[src/rtl/irq_pkg.sv]
// irq_pkg: shared types and constants for the interrupt dispatch slice.
//   dispatch_state_t : dispatcher / vector-fetch phase encoding
//   IRQ_NUM, IDX_W   : interrupt source count and index width
//   CPU_IRQ_*        : bit positions of the one-hot CPU request level
//   irq_eligible()   : request gating against the CPU mask
//   irq_code()       : one-hot cpu_irq coding of a request
package irq_pkg;

  typedef enum logic [2:0] {
    IDLE     = 3'd0,
    REQUEST  = 3'd1,
    FETCH_LO = 3'd2,
    WAIT_LO  = 3'd3,
    FETCH_HI = 3'd4,
    WAIT_HI  = 3'd5,
    DELIVER  = 3'd6
  } dispatch_state_t;

  localparam int IRQ_NUM = 32;
  localparam int IDX_W   = $clog2(IRQ_NUM);
  localparam int PRI_W   = 2;

  localparam int CPU_IRQ_W    = 4;
  localparam int CPU_IRQ_NMI  = 0;
  localparam int CPU_IRQ_PRI1 = 1;
  localparam int CPU_IRQ_PRI2 = 2;
  localparam int CPU_IRQ_PRI3 = 3;

  // NMI sources ignore the mask; everything else must beat it strictly.
  function automatic logic irq_eligible(input logic [IDX_W-1:0] idx,
                                        input logic [PRI_W-1:0] pri,
                                        input logic [PRI_W-1:0] i01,
                                        input logic [IDX_W-1:0] nmi_last);
    return (pri != '0) && ((idx <= nmi_last) || (pri > i01));
  endfunction

  // Priority value doubles as the bit position for maskable sources.
  function automatic logic [CPU_IRQ_W-1:0] irq_code(input logic [IDX_W-1:0] idx,
                                                    input logic [PRI_W-1:0] pri,
                                                    input logic [IDX_W-1:0] nmi_last);
    logic [CPU_IRQ_W-1:0] one;
    one = 4'b0001;
    if (idx <= nmi_last) return one << CPU_IRQ_NMI;
    return one << pri;
  endfunction

endpackage

[src/rtl/irq_vec_fetch.sv]
// irq_vec_fetch: two-byte little-endian vector read over the shared bus.
//   start_i        : one-cycle pulse, begin reading entry index_i
//   index_i        : vector table index, must stay stable until done/err
//   bus_*          : request/grant/data handshake to the shared bus
//   vec_o          : {hi,lo}, valid from the cycle after done_o
//   done_o / err_o : one-cycle completion / timeout pulses
module irq_vec_fetch
  import irq_pkg::*;
#(
  parameter logic [23:0] VEC_BASE    = 24'h000000,
  parameter int          BUS_TIMEOUT = 16
) (
  input  logic             clk,
  input  logic             reset,
  input  logic             start_i,
  input  logic [IDX_W-1:0] index_i,
  output logic             bus_req_o,
  output logic [23:0]      bus_addr_o,
  input  logic             bus_gnt_i,
  input  logic [7:0]       bus_rdata_i,
  input  logic             bus_rvalid_i,
  output logic [15:0]      vec_o,
  output logic             done_o,
  output logic             err_o
);

  localparam int CNT_W = (BUS_TIMEOUT > 2) ? $clog2(BUS_TIMEOUT) : 1;
  localparam logic [CNT_W-1:0] CNT_LAST = CNT_W'(BUS_TIMEOUT - 1);

  dispatch_state_t  phase_q, phase_d;
  logic [7:0]       lo_q, lo_d, hi_q, hi_d;
  logic [CNT_W-1:0] cnt_q, cnt_d;
  logic [23:0]      lo_addr, hi_addr;

  // 24-bit sums wrap naturally.
  assign lo_addr = VEC_BASE + {18'd0, index_i, 1'b0};
  assign hi_addr = lo_addr + 24'd1;
  assign vec_o   = {hi_q, lo_q};

  always_ff @(posedge clk) begin
    if (reset) begin
      phase_q <= IDLE;
      lo_q    <= '0;
      hi_q    <= '0;
      cnt_q   <= '0;
    end else begin
      phase_q <= phase_d;
      lo_q    <= lo_d;
      hi_q    <= hi_d;
      cnt_q   <= cnt_d;
    end
  end

  always_comb begin
    phase_d = phase_q;
    lo_d    = lo_q;
    hi_d    = hi_q;
    cnt_d   = cnt_q;
    unique case (phase_q)
      IDLE: if (start_i) phase_d = FETCH_LO;
      FETCH_LO: if (bus_gnt_i) begin
        cnt_d = '0;
        // Grant and data together skip the wait phase.
        if (bus_rvalid_i) begin
          lo_d    = bus_rdata_i;
          phase_d = FETCH_HI;
        end else begin
          phase_d = WAIT_LO;
        end
      end
      WAIT_LO: begin
        if (bus_rvalid_i) begin
          lo_d    = bus_rdata_i;
          phase_d = FETCH_HI;
        end else if (cnt_q == CNT_LAST) begin
          phase_d = IDLE;
        end else begin
          cnt_d = cnt_q + 1'b1;
        end
      end
      FETCH_HI: if (bus_gnt_i) begin
        cnt_d = '0;
        if (bus_rvalid_i) begin
          hi_d    = bus_rdata_i;
          phase_d = IDLE;
        end else begin
          phase_d = WAIT_HI;
        end
      end
      WAIT_HI: begin
        if (bus_rvalid_i) begin
          hi_d    = bus_rdata_i;
          phase_d = IDLE;
        end else if (cnt_q == CNT_LAST) begin
          phase_d = IDLE;
        end else begin
          cnt_d = cnt_q + 1'b1;
        end
      end
      default: phase_d = IDLE;
    endcase
  end

  always_comb begin
    bus_req_o  = 1'b0;
    bus_addr_o = '0;
    done_o     = 1'b0;
    err_o      = 1'b0;
    unique case (phase_q)
      FETCH_LO: begin
        bus_req_o  = 1'b1;
        bus_addr_o = lo_addr;
      end
      FETCH_HI: begin
        bus_req_o  = 1'b1;
        bus_addr_o = hi_addr;
        done_o     = bus_gnt_i && bus_rvalid_i;
      end
      WAIT_LO: err_o = !bus_rvalid_i && (cnt_q == CNT_LAST);
      WAIT_HI: begin
        done_o = bus_rvalid_i;
        err_o  = !bus_rvalid_i && (cnt_q == CNT_LAST);
      end
      default: ;
    endcase
  end

endmodule

[src/rtl/irq_dispatch.sv]
// irq_dispatch: interrupt entry sequencer between priority controller and CPU.
//   irq_index/irq_priority : winning request (priority 0 = none)
//   cpu_i01 / cpu_ack      : CPU mask level and request acknowledge pulse
//   cpu_irq                : one-hot request level (bit 0 NMI, 1..3 priority)
//   bus_*                  : vector table read port
//   vector/vector_valid    : fetched handler address and its strobe
//   vec_index              : index in service, 0 while idle
//   busy / fetch_err       : not-idle flag, bus timeout pulse
module irq_dispatch
  import irq_pkg::*;
#(
  parameter logic [23:0]      VEC_BASE    = 24'h000000,
  parameter logic [IDX_W-1:0] NMI_LAST    = 5'd2,
  parameter int               BUS_TIMEOUT = 16
) (
  input  logic                 clk,
  input  logic                 reset,
  input  logic [IDX_W-1:0]     irq_index,
  input  logic [PRI_W-1:0]     irq_priority,
  input  logic [PRI_W-1:0]     cpu_i01,
  input  logic                 cpu_ack,
  output logic [CPU_IRQ_W-1:0] cpu_irq,
  output logic                 bus_req,
  input  logic                 bus_gnt,
  output logic [23:0]          bus_addr,
  input  logic [7:0]           bus_rdata,
  input  logic                 bus_rvalid,
  output logic [15:0]          vector,
  output logic                 vector_valid,
  output logic [IDX_W-1:0]     vec_index,
  output logic                 busy,
  output logic                 fetch_err
);

  dispatch_state_t  state_q, state_d;
  logic [IDX_W-1:0] index_q, index_d;
  logic [PRI_W-1:0] pri_q, pri_d;
  logic             eligible;
  logic             fe_start, fe_done, fe_err;
  logic [15:0]      fe_vec;

  assign eligible = irq_eligible(irq_index, irq_priority, cpu_i01, NMI_LAST);

  // The engine owns the fine-grained FETCH/WAIT phases; here FETCH_LO
  // stands for the whole time the engine is running.
  irq_vec_fetch #(
    .VEC_BASE   (VEC_BASE),
    .BUS_TIMEOUT(BUS_TIMEOUT)
  ) u_fetch (
    .clk         (clk),
    .reset       (reset),
    .start_i     (fe_start),
    .index_i     (index_q),
    .bus_req_o   (bus_req),
    .bus_addr_o  (bus_addr),
    .bus_gnt_i   (bus_gnt),
    .bus_rdata_i (bus_rdata),
    .bus_rvalid_i(bus_rvalid),
    .vec_o       (fe_vec),
    .done_o      (fe_done),
    .err_o       (fe_err)
  );

  always_ff @(posedge clk) begin
    if (reset) begin
      state_q <= IDLE;
      index_q <= '0;
      pri_q   <= '0;
    end else begin
      state_q <= state_d;
      index_q <= index_d;
      pri_q   <= pri_d;
    end
  end

  always_comb begin
    state_d  = state_q;
    index_d  = index_q;
    pri_d    = pri_q;
    fe_start = 1'b0;
    unique case (state_q)
      IDLE: if (eligible) begin
        index_d = irq_index;
        pri_d   = irq_priority;
        state_d = REQUEST;
      end
      REQUEST: begin
        // Same-cycle inputs win over the latched copy, also on ack.
        if (eligible) begin
          index_d = irq_index;
          pri_d   = irq_priority;
        end
        if (cpu_ack) begin
          fe_start = 1'b1;
          state_d  = FETCH_LO;
        end else if (!eligible) begin
          state_d = IDLE;
        end
      end
      FETCH_LO: begin
        if (fe_done)     state_d = DELIVER;
        else if (fe_err) state_d = IDLE;
      end
      DELIVER: state_d = IDLE;
      default: state_d = IDLE;
    endcase
  end

  always_comb begin
    cpu_irq      = '0;
    vector       = '0;
    vector_valid = 1'b0;
    vec_index    = '0;
    busy         = (state_q != IDLE);
    fetch_err    = (state_q == FETCH_LO) && fe_err;
    if (state_q == REQUEST) cpu_irq = irq_code(index_q, pri_q, NMI_LAST);
    if (state_q != IDLE)    vec_index = index_q;
    if (state_q == DELIVER) begin
      vector       = fe_vec;
      vector_valid = 1'b1;
    end
  end

endmodule

[config.mk]
export PLATFORM = sky130hd
export DESIGN_NAME = irq_dispatch
export DESIGN_NICKNAME = d
export VERILOG_FILES = /design/src/rtl/irq_pkg.sv /design/src/rtl/irq_vec_fetch.sv /design/src/rtl/irq_dispatch.sv
export SDC_FILE = /design/constraint.sdc
export NUM_CORES = 1
export LEC_CHECK = 0
export ABC_AREA = 1
export BUFFER_PORTS_ARGS = -buffer_cell sky130_fd_sc_hd__buf_2
export CORE_MARGIN = 8
export CORE_UTILIZATION = 50
export CTS_CLUSTER_SIZE = 30
export DETAILED_ROUTE_END_ITERATION = 10
export GPL_TIMING_DRIVEN = 0
export PLACE_DENSITY = 0.82
export SLEW_MARGIN = 20
export SYNTH_ARGS = -nofsm -noshare
export SYNTH_HDL_FRONTEND = slang
export SYNTH_HIERARCHICAL = 1
export SYNTH_SLANG_ARGS = --single-unit
[constraint.sdc]
create_clock -name clk -period 1.4 [get_ports clk]
set_input_delay 0.07 -clock clk [delete_from_list [all_inputs] [get_ports clk]]
set_output_delay 0.07 -clock clk [all_outputs]
set_load 0.01 [all_outputs]
# After elaboration in Yosys (flattened, before gate mapping)
# Cells that the tools add are included.
[word_totals]
output_inout_bits = 53
regBits = 33
[classes]
n_reduce_logical = 22
eq_ne = 17
n_mux = 39
addsub = 2
shift = 1
magnitude_cmp = 3
[op_table]
columns = ["operator", "n"]
rows = [
  ["24-bit one-hot mux with 2 select lines", 1],
  ["3-bit 2-to-1 mux", 13],
  ["8-bit 2-to-1 mux", 4],
  ["8-bit one-hot mux with 2 select lines", 2],
  ["4-bit 2-to-1 mux", 6],
  ["16-bit 2-to-1 mux", 1],
  ["3-bit one-hot mux with 5 select lines", 1],
  ["2-bit != test, second input constant", 6],
  ["5-bit by 2-bit less-or-equal comparator with 1-bit output, second input constant", 2],
  ["3-bit by 2-bit == test with 1-bit output, second input constant", 3],
  ["3-bit == test, second input constant", 3],
  ["3-bit one-hot mux with 3 select lines", 1],
  ["4-bit one-hot mux with 2 select lines", 1],
  ["2-bit nonzero test", 4],
  ["6-bit by 1-bit adder with 7-bit output, second input constant", 1],
  ["1-bit 2-to-1 mux", 7],
  ["3-bit logical NOT", 2],
  ["3-bit != test, second input constant", 2],
  ["2-bit AND reduction", 3],
  ["3-bit AND reduction", 2],
  ["2-bit OR reduction", 3],
  ["5-bit 2-to-1 mux", 1],
  ["4-bit by 1-bit adder with 4-bit output, second input constant", 1],
  ["4-bit == test, second input constant", 1],
  ["other kinds (10)", 13],
]

# Longest topological paths before layout
# Gate-level depths: netlist (run 1).
[logic_depth]
depth_word = 6
ltp_mapped = 12

# Modules after synthesis
# Netlist (run 1), hierarchy kept.
[modules_own_cells]
columns = ["mod", "seq_area_each_um2", "n_inst", "area_per_inst_um2", "cells_per_inst"]
rows = [
  ["irq_vec_fetch", 460.4, 1, 1232.4, 172],
  ["irq_dispatch", 200.2, 1, 829.5, 134],
]

# Worst setup path before layout (run 1)
# Ideal clock, no wire load.
[synth_path]
kind = "register to output"
startpoint = "register u_fetch.cnt_q[0]"
endpoint = "output port fetch_err"
arrival_time_ps = 1297
setup_slack_ps = 33
path_buffers = 0
path_stages_with_launch = 6
cell_sequence = "dfxtp_1 ha_1 nand3_2 nor3_1 inv_1 nor4_1"
[synth_via]
elab_chain_cells = 4
[synth_lines]
columns = ["item", "line", "source"]
rows = [
  ["start, declared", "irq_vec_fetch.sv:32", "logic [CNT_W-1:0] cnt_q, cnt_d;"],
  ["start signal, assigned", "irq_vec_fetch.sv:50", "cnt_q <= cnt_d;"],
  ["4-bit == test", "irq_vec_fetch.sv:119, irq_vec_fetch.sv:122", ""],
  ["1-bit logical AND", "irq_vec_fetch.sv:119, irq_vec_fetch.sv:122", ""],
  ["1-bit 2-to-1 mux", "--", ""],
  ["net fe_err", "irq_dispatch.sv:39", "logic fe_start, fe_done, fe_err;"],
  ["1-bit logical AND", "irq_dispatch.sv:115", "fetch_err = (state_q == FETCH_LO) && fe_err;"],
  ["end, declared", "irq_dispatch.sv:32", "output logic fetch_err"],
]
# The timed path passes the listed nets, and every way through them passes these cells.

# Worst setup path after layout (run 1)
[layout_path]
startpoint = "register u_fetch.phase_q[1]"
endpoint = "output port fetch_err"
[layout_via]
elab_chain_cells = 4
[layout_lines]
columns = ["item", "line", "source"]
rows = [
  ["start, declared", "irq_vec_fetch.sv:30", "dispatch_state_t phase_q, phase_d;"],
  ["start signal, assigned", "irq_vec_fetch.sv:47", "phase_q <= phase_d;"],
  ["3-bit by 2-bit == test with 1-bit output or 3-bit == test (tied branches)", "irq_vec_fetch.sv:109", "unique case (phase_q)"],
  ["2-bit OR reduction (no source line) *", "--", ""],
  ["1-bit 2-to-1 mux *", "--", ""],
  ["net fe_err", "irq_dispatch.sv:39", ""],
  ["1-bit logical AND *", "irq_dispatch.sv:115", ""],
]
# The timed path passes the listed nets; every way through them passes the cells marked *.

==> flow_metrics.env, run 1 <==
export IMPL_status="finished, violations left"
export IMPL_violations="setup timing"
export IMPL_syn_area_mm2=0.002062
export IMPL_period_share_pct=119.9
export IMPL_wl_per_cell_um=16.88
export IMPL_port_buffers=56
export IMPL_diodes=0
export IMPL_rows=23
export IMPL_final_max_slew_violation_count=0
export IMPL_setup_worst_path_class="reg -> out"
export IMPL_synth_warnings=6
export IMPL_yosys_cell_types_count=31
export IMPL_areaGrowthSynthToFinish_pct=63.17
export IMPL_worstHoldStart="bus_rdata[3]"
export IMPL_hpwlAfterDp_um=3862
export IMPL_layout_common_cells="nor2_1 (64), buf_4 (46), buf_2 (43)"
export IMPL_fmax_mhz=596.0
export IMPL_postSynthCellCount=306
export IMPL_r2r_slack_ns=-0.26
export IMPL_gp_congestion=0.8145
export IMPL_postCtsHoldBufs=0
export IMPL_cts_tree="built"
export IMPL_grt_pass1_vias=2254
export IMPL_grtUsageTotal_pct=19.68
export IMPL_n_fill_cell=232
export IMPL_cts_made_buffers=5
export IMPL_grt_max_degree=12
export IMPL_htreeDepth=2
export IMPL_drt_wl_total_um=8104
export IMPL_hp_class="in -> reg"
export IMPL_start_util_pct=51.55
export IMPL_end_kind="primary output"
export IMPL_hold_viol=0
export IMPL_finalSetupTns_ns=-4.410
export IMPL_p_leak_uw=0.001594
export IMPL_design_area_mm2=0.003364
export IMPL_vias=2537
export IMPL_clockBufferDepth=2
export IMPL_whs_path_depth=3
export IMPL_peakVddDrop_mv=0.6797
export IMPL_multi_input_area_mm2=0.001306
export IMPL_reg2reg_from="u_fetch/phase_q[1]"
export IMPL_viasPerCell=5.285
export IMPL_clockRootBuffer="clkbuf_8"
export IMPL_die_w_um=80.22
export IMPL_dieHeight_um=80.22
export IMPL_antenna_found_initial=0
export IMPL_cp_max_fo=4
export IMPL_final_common_cell="nor2_1"
export IMPL_globalRoute_totalOverflow=0
export IMPL_worstPathRequired_ns=1.33
export IMPL_crit_arrival_ns=1.61
export IMPL_core_area_mm2=0.004000
export IMPL_final_core_util_pct=84.11
export IMPL_critPathLaunchType="flip-flop"
export IMPL_finalPower_uw=2936
export IMPL_dpl_worst_slack_ns=-0.2068
export IMPL_io_pins=75
export IMPL_grt_pass1_wl_um=10260
export IMPL_path_clk_slew_ns=0.07
export IMPL_cap_violations=0
export IMPL_min_period_ns=1.678
export IMPL_rr_worst_depth=12
export IMPL_ant_nets=0
export IMPL_drt_first_pass_iters=5
export IMPL_rsz0062_at_grt="yes"
export IMPL_powerDensity_mw_per_mm2=872.6
export IMPL_clock_sinks=33
export IMPL_drtIter0Drc=291
export IMPL_drive_gt1_share_pct=49.07
export IMPL_nets=454
export IMPL_holdPathEnd="u_fetch/lo_q[3]"
export IMPL_die_area_mm2=0.006435
export IMPL_clock_skew_ns=0.006443
export IMPL_timing_final_ws_setup_ns=-0.2779
export IMPL_drc_errors=0
export IMPL_seq_area_um2=686.9
export IMPL_setup_viol=48
export IMPL_insertion_delay_ns=0.30
export IMPL_dpl_cell_area_mm2=0.002469
export IMPL_r2r_end="u_fetch/cnt_q[1]"
export IMPL_ys_ff_latch=33
export IMPL_synth_area_per_cell_um2=6.738
export IMPL_ys_seq_area_share_pct=32.04
[worst max-delay path by stage]
stage	from	end	slack, ns
after floorplan	u_fetch/cnt_q[0]	fetch_err	0.03
after global placement	u_fetch/cnt_q[0]	fetch_err	-0.18
after detailed placement	u_fetch/cnt_q[0]	fetch_err	-0.21
after CTS	u_fetch/cnt_q[1]	fetch_err	-0.26
after global routing	u_fetch/phase_q[1]	fetch_err	-0.34
final	u_fetch/phase_q[1]	fetch_err	-0.28
[final cells by class]
type / count / share of cell area [%]
plain buffers: 22 / 5.504
clock buffers: 5 / 2.045
clock inverters: 3 / 1.934
inverters: 53 / 6.657
multi-input cells: 215 / 38.82
flip-flops and latches: 33 / 20.42
well taps: 50 / 1.859
repair buffers: 99 / 22.76
[synthesized netlist by cell type, drive strengths merged]
cell type  instances  area, um2
buf               21      168.9
nand2             43      176.4
o221ai             1      8.760
inv               53      201.5
xnor2              1      8.760
nand4              5      31.28
conb               1      3.750
ha                 3      37.54
xor2               1      8.760
nor2              94      464.2
dfxtp             33      660.6
nand3b             1      7.510
o21ai             20      100.1
nor4               1      6.260
or2                1      6.260
nand3             14      80.08
a21oi              7      46.30
nor3               5      41.29
clkbuf             1      3.750
[cells by family (layout without fill, tap and decap cells)]
kind of cell / Yosys count / in the layout / synth area share, %
AND/OR/NAND/NOR: 164 / 164 / 39.44
XOR/XNOR: 2 / 2 / 0.8497
buffers and inverters: 75 / 182 / 18.14
other: 1 / 18 / 0.1819
flip-flops: 33 / 33 / 32.04
adder cells (fa/ha/maj): 3 / 3 / 1.821
AO/OA/AOI/OAI: 28 / 28 / 7.525
[routing by layer]
layer	GRT usage [%]	vias to the layer above	routed length, um
li1	-	1148	-
met1	21.24	1196	2936
met2	35.81	156	4168
met3	4.911	37	633
met4	7.455	0	366
met5	0	-	0
[critical path, cell delays in order (launching register included)]
cell and delay, ns:
dfxtp_4 0.37, inv_4 0.07, nand2_4 0.05, nand2_4 0.07, nand2_4 0.07, nor3_4 0.23
inv_1 0.08, nor4_2 0.19, buf_2 0.19
[stage by stage]
stage / instances / hold slack [ns]
2_1_floorplan: 323 / 0.1391
3_3_place_gp: 429 / 0.3064
3_5_place_dp: 429 / 0.3085
4_1_cts: 459 / 0.008188
5_1_grt: 480 / 0.02889
6_report: 480 / 0.007173
[flip-flops by register name (all words and copies together) (netlist names)]
name	count
pri_q	2
u_fetch/phase_q	3
state_q	3
u_fetch/cnt_q	4
u_fetch/hi_q	8
index_q	5
u_fetch/lo_q	8
[power by group]
group | total, uW | switching [uW] | internal, uW | leakage, uW
Combinational | 788 | 452 | 336 | 0.00125
Sequential | 1040 | 51.4 | 991 | 0.000274
Clock | 1110 | 397 | 708 | 0.0000681
Total | 2940 | 901 | 2030 | 0.00159
[timing repair]
action | 4_1_cts | 5_1_grt
gates resized for setup | 53 | 74
gates cloned | 1 | 0
setup buffers | 21 | 25
endpoints found under the setup margin | 26 | 53
pin swaps | 7 | 30
Note: power is estimated with default switching activity, not from simulation.
==> run 2: changes to the inputs <==
- RECOVER_POWER: unset -> 50
==> flow_metrics.env, run 2 (synthesized netlist as in run 1, its figures left out) <==
export IMPL_n_fill_cell=234
export IMPL_clock_skew_ns=0.004130
export IMPL_end_kind="primary output"
export IMPL_drtIter0Drc=302
export IMPL_p_leak_uw=0.001587
export IMPL_io_pins=75
export IMPL_insertion_delay_ns=0.29
export IMPL_postCtsHoldBufs=0
export IMPL_ant_nets=0
export IMPL_crit_arrival_ns=1.59
export IMPL_path_buf_inv=3
export IMPL_cp_max_fo=4
export IMPL_hpwlAfterDp_um=3862
export IMPL_globalRoute_totalOverflow=0
export IMPL_clockRootBuffer="clkbuf_8"
export IMPL_hold_viol=0
export IMPL_critPathLaunchType="flip-flop"
export IMPL_critPathTopFamily="simple AND/OR/NAND/NOR gates"
export IMPL_nets=454
export IMPL_die_area_mm2=0.006435
export IMPL_cp_depth=8
export IMPL_peakVddDrop_mv=0.6791
export IMPL_min_period_ns=1.662
export IMPL_antenna_found_initial=0
export IMPL_start_util_pct=51.55
export IMPL_cts_tree="built"
export IMPL_diodes=0
export IMPL_grt_pass1_vias=2254
export IMPL_port_buffers=56
export IMPL_path_clk_slew_ns=0.07
export IMPL_cpMostUsedCell="nand2_4"
export IMPL_fin_cells=480
export IMPL_reg2reg_from="u_fetch/phase_q[1]"
export IMPL_clockBufferDepth=2
export IMPL_worstPathRequired_ns=1.33
export IMPL_grt_max_degree=12
export IMPL_grtUsageTotal_pct=19.68
export IMPL_r2r_slack_ns=-0.26
export IMPL_r2r_end="u_fetch/cnt_q[1]"
export IMPL_layout_common_cells="nor2_1 (64), buf_4 (46), buf_2 (42)"
export IMPL_fmax_mhz=601.8
export IMPL_drt_wl_total_um=8095
export IMPL_setup_viol=47
export IMPL_rsz0062_at_grt="yes"
export IMPL_drive_gt1_share_pct=48.60
export IMPL_dieHeight_um=80.22
export IMPL_vias=2519
export IMPL_wl_per_cell_um=16.86
export IMPL_rr_worst_depth=12
export IMPL_clock_sinks=33
export IMPL_worstPathCellList="inv_4, nand2_4, nand2_4, nand2_4, nor3_4, inv_1, nor4_2, buf_2"
export IMPL_setup_worst_path_class="reg -> out"
export IMPL_dp_cells=429
export IMPL_final_common_cell="nor2_1"
export IMPL_status="finished, violations left"
export IMPL_hp_class="in -> reg"
export IMPL_whs_path_depth=3
export IMPL_viasPerCell=5.248
export IMPL_drc_errors=0
export IMPL_cp_endpoint="fetch_err"
export IMPL_cp_startpoint="u_fetch/phase_q[1]"
export IMPL_htreeDepth=2
export IMPL_violations="setup timing"
export IMPL_die_w_um=80.22
export IMPL_drt_first_pass_iters=5
export IMPL_core_area_mm2=0.004000
export IMPL_final_core_util_pct=83.95
export IMPL_grt_pass1_wl_um=10260
export IMPL_areaGrowthSynthToFinish_pct=62.86
export IMPL_gp_congestion=0.8145
export IMPL_crit_path_top_delay_cell="dfxtp_4"
export IMPL_timing_final_ws_setup_ns=-0.2616
export IMPL_period_share_pct=118.7
export IMPL_cap_violations=0
export IMPL_reg_top3="u_fetch/hi_q x8, u_fetch/lo_q x8, index_q x5"
export IMPL_cts_made_buffers=5
export IMPL_powerDensity_mw_per_mm2=870.8
export IMPL_critPathMaxStageDelay_ns=0.37
export IMPL_rows=23
export IMPL_final_max_slew_violation_count=0
[run 2: how the worst min path moves through the flow]
stage,start,end
after floorplan,reset,state_q[0]
after global placement,irq_index[4],index_q[4]
after CTS,irq_index[4],index_q[4]
after global routing,irq_index[2],index_q[2]
after detailed placement,irq_index[4],index_q[4]
final,bus_rdata[3],u_fetch/lo_q[3]
[run 2: layout make-up]
type / count / area [um2] / share of cell area (%)
multi-input combinational: 215 / 1301 / 38.75
timing repair buffer: 99 / 764.5 / 22.76
tap: 50 / 62.56 / 1.863
sequential: 33 / 686.9 / 20.45
clock buffer: 5 / 68.82 / 2.049
clock inverter: 3 / 65.06 / 1.937
buffer: 22 / 185.2 / 5.514
inverter: 53 / 224.0 / 6.669
[run 2: per-stage QoR]
stage / setup TNS [ns] / cell area (um2) / power (uW) / hold WS, ns / setup slack, ns
after floorplan: 0 / 2126 / 1408 / 0.1391 / 0.03308
after global placement: -0.3230 / 2469 / 1533 / 0.3064 / -0.1842
after detailed placement: -0.4236 / 2469 / 1548 / 0.3085 / -0.2068
after CTS: -1.516 / 2985 / 2695 / 0.008188 / -0.2625
after global routing: -7.837 / 3358 / 3040 / 0.02889 / -0.3443
final: -4.259 / 3358 / 2924 / 0.009892 / -0.2616
[run 2: layer usage]
layer	track usage, %	part of all wire, %	vias up
li1	-	-	1151
met1	21.24	36	1173
met2	35.81	52	151
met3	4.911	7.5	44
met4	7.455	4.8	0
met5	0	0	-
[run 2: report_power, final]
part | internal, uW | leakage, uW | switching (uW)
clock network | 708 | 0.0000681 | 388
logic | 335 | 0.00124 | 452
registers | 991 | 0.000274 | 51.3
[run 2: worst min-delay path, cell delays in order]
cell	delay [ns]
buf_2	0.09
nor2_1	0.04
nor2_1	0.07
[run 2: timing repair]
action / 4_1_cts / 5_1_grt
setup buffers: 21 / 25
pin swaps: 7 / 30
gates cloned: 1 / 0
setup endpoints to repair: 26 / 53
gates resized for setup: 53 / 74
==> run 3: changes to the inputs <==
- SKIP_LAST_GASP: unset -> 1
==> flow_metrics.env, run 3 (synthesized netlist as in run 1, its figures left out) <==
export IMPL_grt_pass1_vias=2265
export IMPL_end_kind="primary output"
export IMPL_final_max_slew_violation_count=0
export IMPL_worstPathRequired_ns=1.33
export IMPL_viasPerCell=5.066
export IMPL_gp_congestion=0.8145
export IMPL_die_w_um=80.22
export IMPL_grtUsageTotal_pct=20.11
export IMPL_nets=442
export IMPL_finalSetupTns_ns=-5.648
export IMPL_timing_final_ws_setup_ns=-0.2356
export IMPL_worstPathCellList="buf_8, nand2_4, nor3_4, inv_1, nor4_2, buf_2"
export IMPL_powerDensity_mw_per_mm2=896.0
export IMPL_dp_cells=429
export IMPL_port_buffers=56
export IMPL_switching_share_pct=29.63
export IMPL_core_area_mm2=0.004000
export IMPL_vias=2371
export IMPL_peakVddDrop_mv=0.6460
export IMPL_ant_nets=0
export IMPL_p_comb_share_pct=26.4
export IMPL_fin_cells=468
export IMPL_cp_startpoint="u_fetch/phase_q[0]"
export IMPL_hold_viol=0
export IMPL_setup_worst_path_class="reg -> out"
export IMPL_min_period_ns=1.636
export IMPL_netSwitchingPower_uw=856.9
export IMPL_die_area_mm2=0.006435
export IMPL_wl_per_cell_um=14.92
export IMPL_status="finished, violations left"
export IMPL_clockBufferDepth=2
export IMPL_cp_max_fo=9
export IMPL_r2r_slack_ns=-0.19
export IMPL_p_seq_share_pct=36.2
export IMPL_pwr_share_clk_pct=37.4
export IMPL_critPathLaunchType="flip-flop"
export IMPL_drtIter0Drc=249
export IMPL_rsz0062_at_grt="yes"
export IMPL_grt_pass1_wl_um=10460
export IMPL_hpwlAfterDp_um=3862
export IMPL_grt_max_degree=12
export IMPL_r2r_end="u_fetch/lo_q[0]"
export IMPL_path_clk_slew_ns=0.08
export IMPL_diodes=0
export IMPL_fmax_mhz=611.4
export IMPL_globalRoute_totalOverflow=0
export IMPL_violations="setup timing"
export IMPL_reg2reg_from="u_fetch/phase_q[1]"
export IMPL_cap_violations=0
export IMPL_insertion_delay_ns=0.30
export IMPL_cts_tree="built"
export IMPL_reg_top3="u_fetch/hi_q x8, u_fetch/lo_q x8, index_q x5"
export IMPL_htreeDepth=2
export IMPL_drive_gt1_share_pct=46.65
export IMPL_io_pins=75
export IMPL_internal_power_uw=2035
export IMPL_drt_first_pass_iters=5
export IMPL_clock_sinks=33
export IMPL_rr_worst_depth=9
export IMPL_clockRootBuffer="clkbuf_8"
export IMPL_cp_endpoint="fetch_err"
export IMPL_cts_made_buffers=5
export IMPL_layout_common_cells="nor2_1 (68), buf_2 (43), inv_1 (41)"
export IMPL_final_common_cell="nor2_1"
export IMPL_setup_viol=45
export IMPL_rows=23
export IMPL_drc_errors=0
export IMPL_hp_class="in -> reg"
export IMPL_areaGrowthSynthToFinish_pct=56.55
export IMPL_p_leak_uw=0.001524
export IMPL_clock_skew_ns=0.007441
export IMPL_crit_arrival_ns=1.57
export IMPL_antenna_found_initial=0
export IMPL_drt_wl_total_um=6982
export IMPL_crit_path_top_delay_cell="dfxtp_1"
export IMPL_dieHeight_um=80.22
export IMPL_period_share_pct=116.8
export IMPL_start_util_pct=51.55
export IMPL_critPathMaxStageDelay_ns=0.35
[run 3: cell types whose count changed in the layout (fill, tap and decap cells not counted), moves of 2 or more]
cell     delta
buf_6       -2
nand3_1     -2
o21ai_1     -2
nand3_2     +2
o21ai_2     -3
o21ai_0     +4
buf_4       -9
nor2_1      +4
nor2_4      -3
[run 3: per-stage QoR]
stage          power, uW  setup slack, ns  hold slack [ns]  area, um2  util, %
3_3_place_gp        1533          -0.1842           0.3064       2469    61.71
2_1_floorplan       1408          0.03308           0.1391       2126        -
4_1_cts             2691          -0.2625         0.008188       2944    73.60
6_report            2892          -0.2356         0.009122       3228    80.70
5_1_grt             3010          -0.2957          0.02488       3228    80.70
3_5_place_dp        1548          -0.2068           0.3085       2469    61.71
[run 3: layer usage]
layer / GRT usage (%) / up-vias / wire, um
met5: 0 / - / 0
met4: 7.636 / 0 / 236
met3: 4.688 / 25 / 453
met2: 36.30 / 120 / 3750
met1: 22.13 / 1107 / 2542
li1: - / 1119 / -
[run 3: final cells by class]
class	instances	area, um2
multi-input cells	215	1281
fillers	265	772.0
flip-flops and latches	33	688.2
repair buffers	87	655.6
inverters	53	221.5
plain buffers	22	185.2
clock buffers	5	68.82
clock inverters	3	65.06
well taps	50	62.56
[run 3: critical path: cells and delay by family (launching register included)]
kind / cells / cell delay (ns)
simple gates: 3 / 0.45
buf+inv: 3 / 0.44
flops: 1 / 0.35
[run 3: how the worst min path moves through the flow]
stage                 start         endpoint  slack (ns)  cells past startpoint
6_report       bus_rdata[3]  u_fetch/lo_q[3]       0.009                      3
5_1_grt        irq_index[2]       index_q[2]        0.02                      3
4_1_cts        irq_index[4]       index_q[4]       0.008                      3
3_5_place_dp   irq_index[4]       index_q[4]        0.31                      3
3_3_place_gp   irq_index[4]       index_q[4]        0.31                      3
2_1_floorplan         reset       state_q[0]        0.14                      1
[run 3: repair_timing]
| item | CTS | global route |
|---|---|---|
| pin swaps | 7 | 25 |
| endpoints found under the setup margin | 26 | 52 |
| setup buffers | 21 | 12 |
| cloned | 1 | 0 |
| hold buffers | 0 | 0 |
| gates resized for setup | 45 | 68 |
[run 3: power groups by stage]
stage	Clock [uW]	Combinational, uW	Sequential (uW)
after CTS	1070	590	1030
final	1080	763	1050
after global placement	0	479	1050
after global routing	1130	829	1050
after detailed placement	0	492	1060
after floorplan	0	362	1050
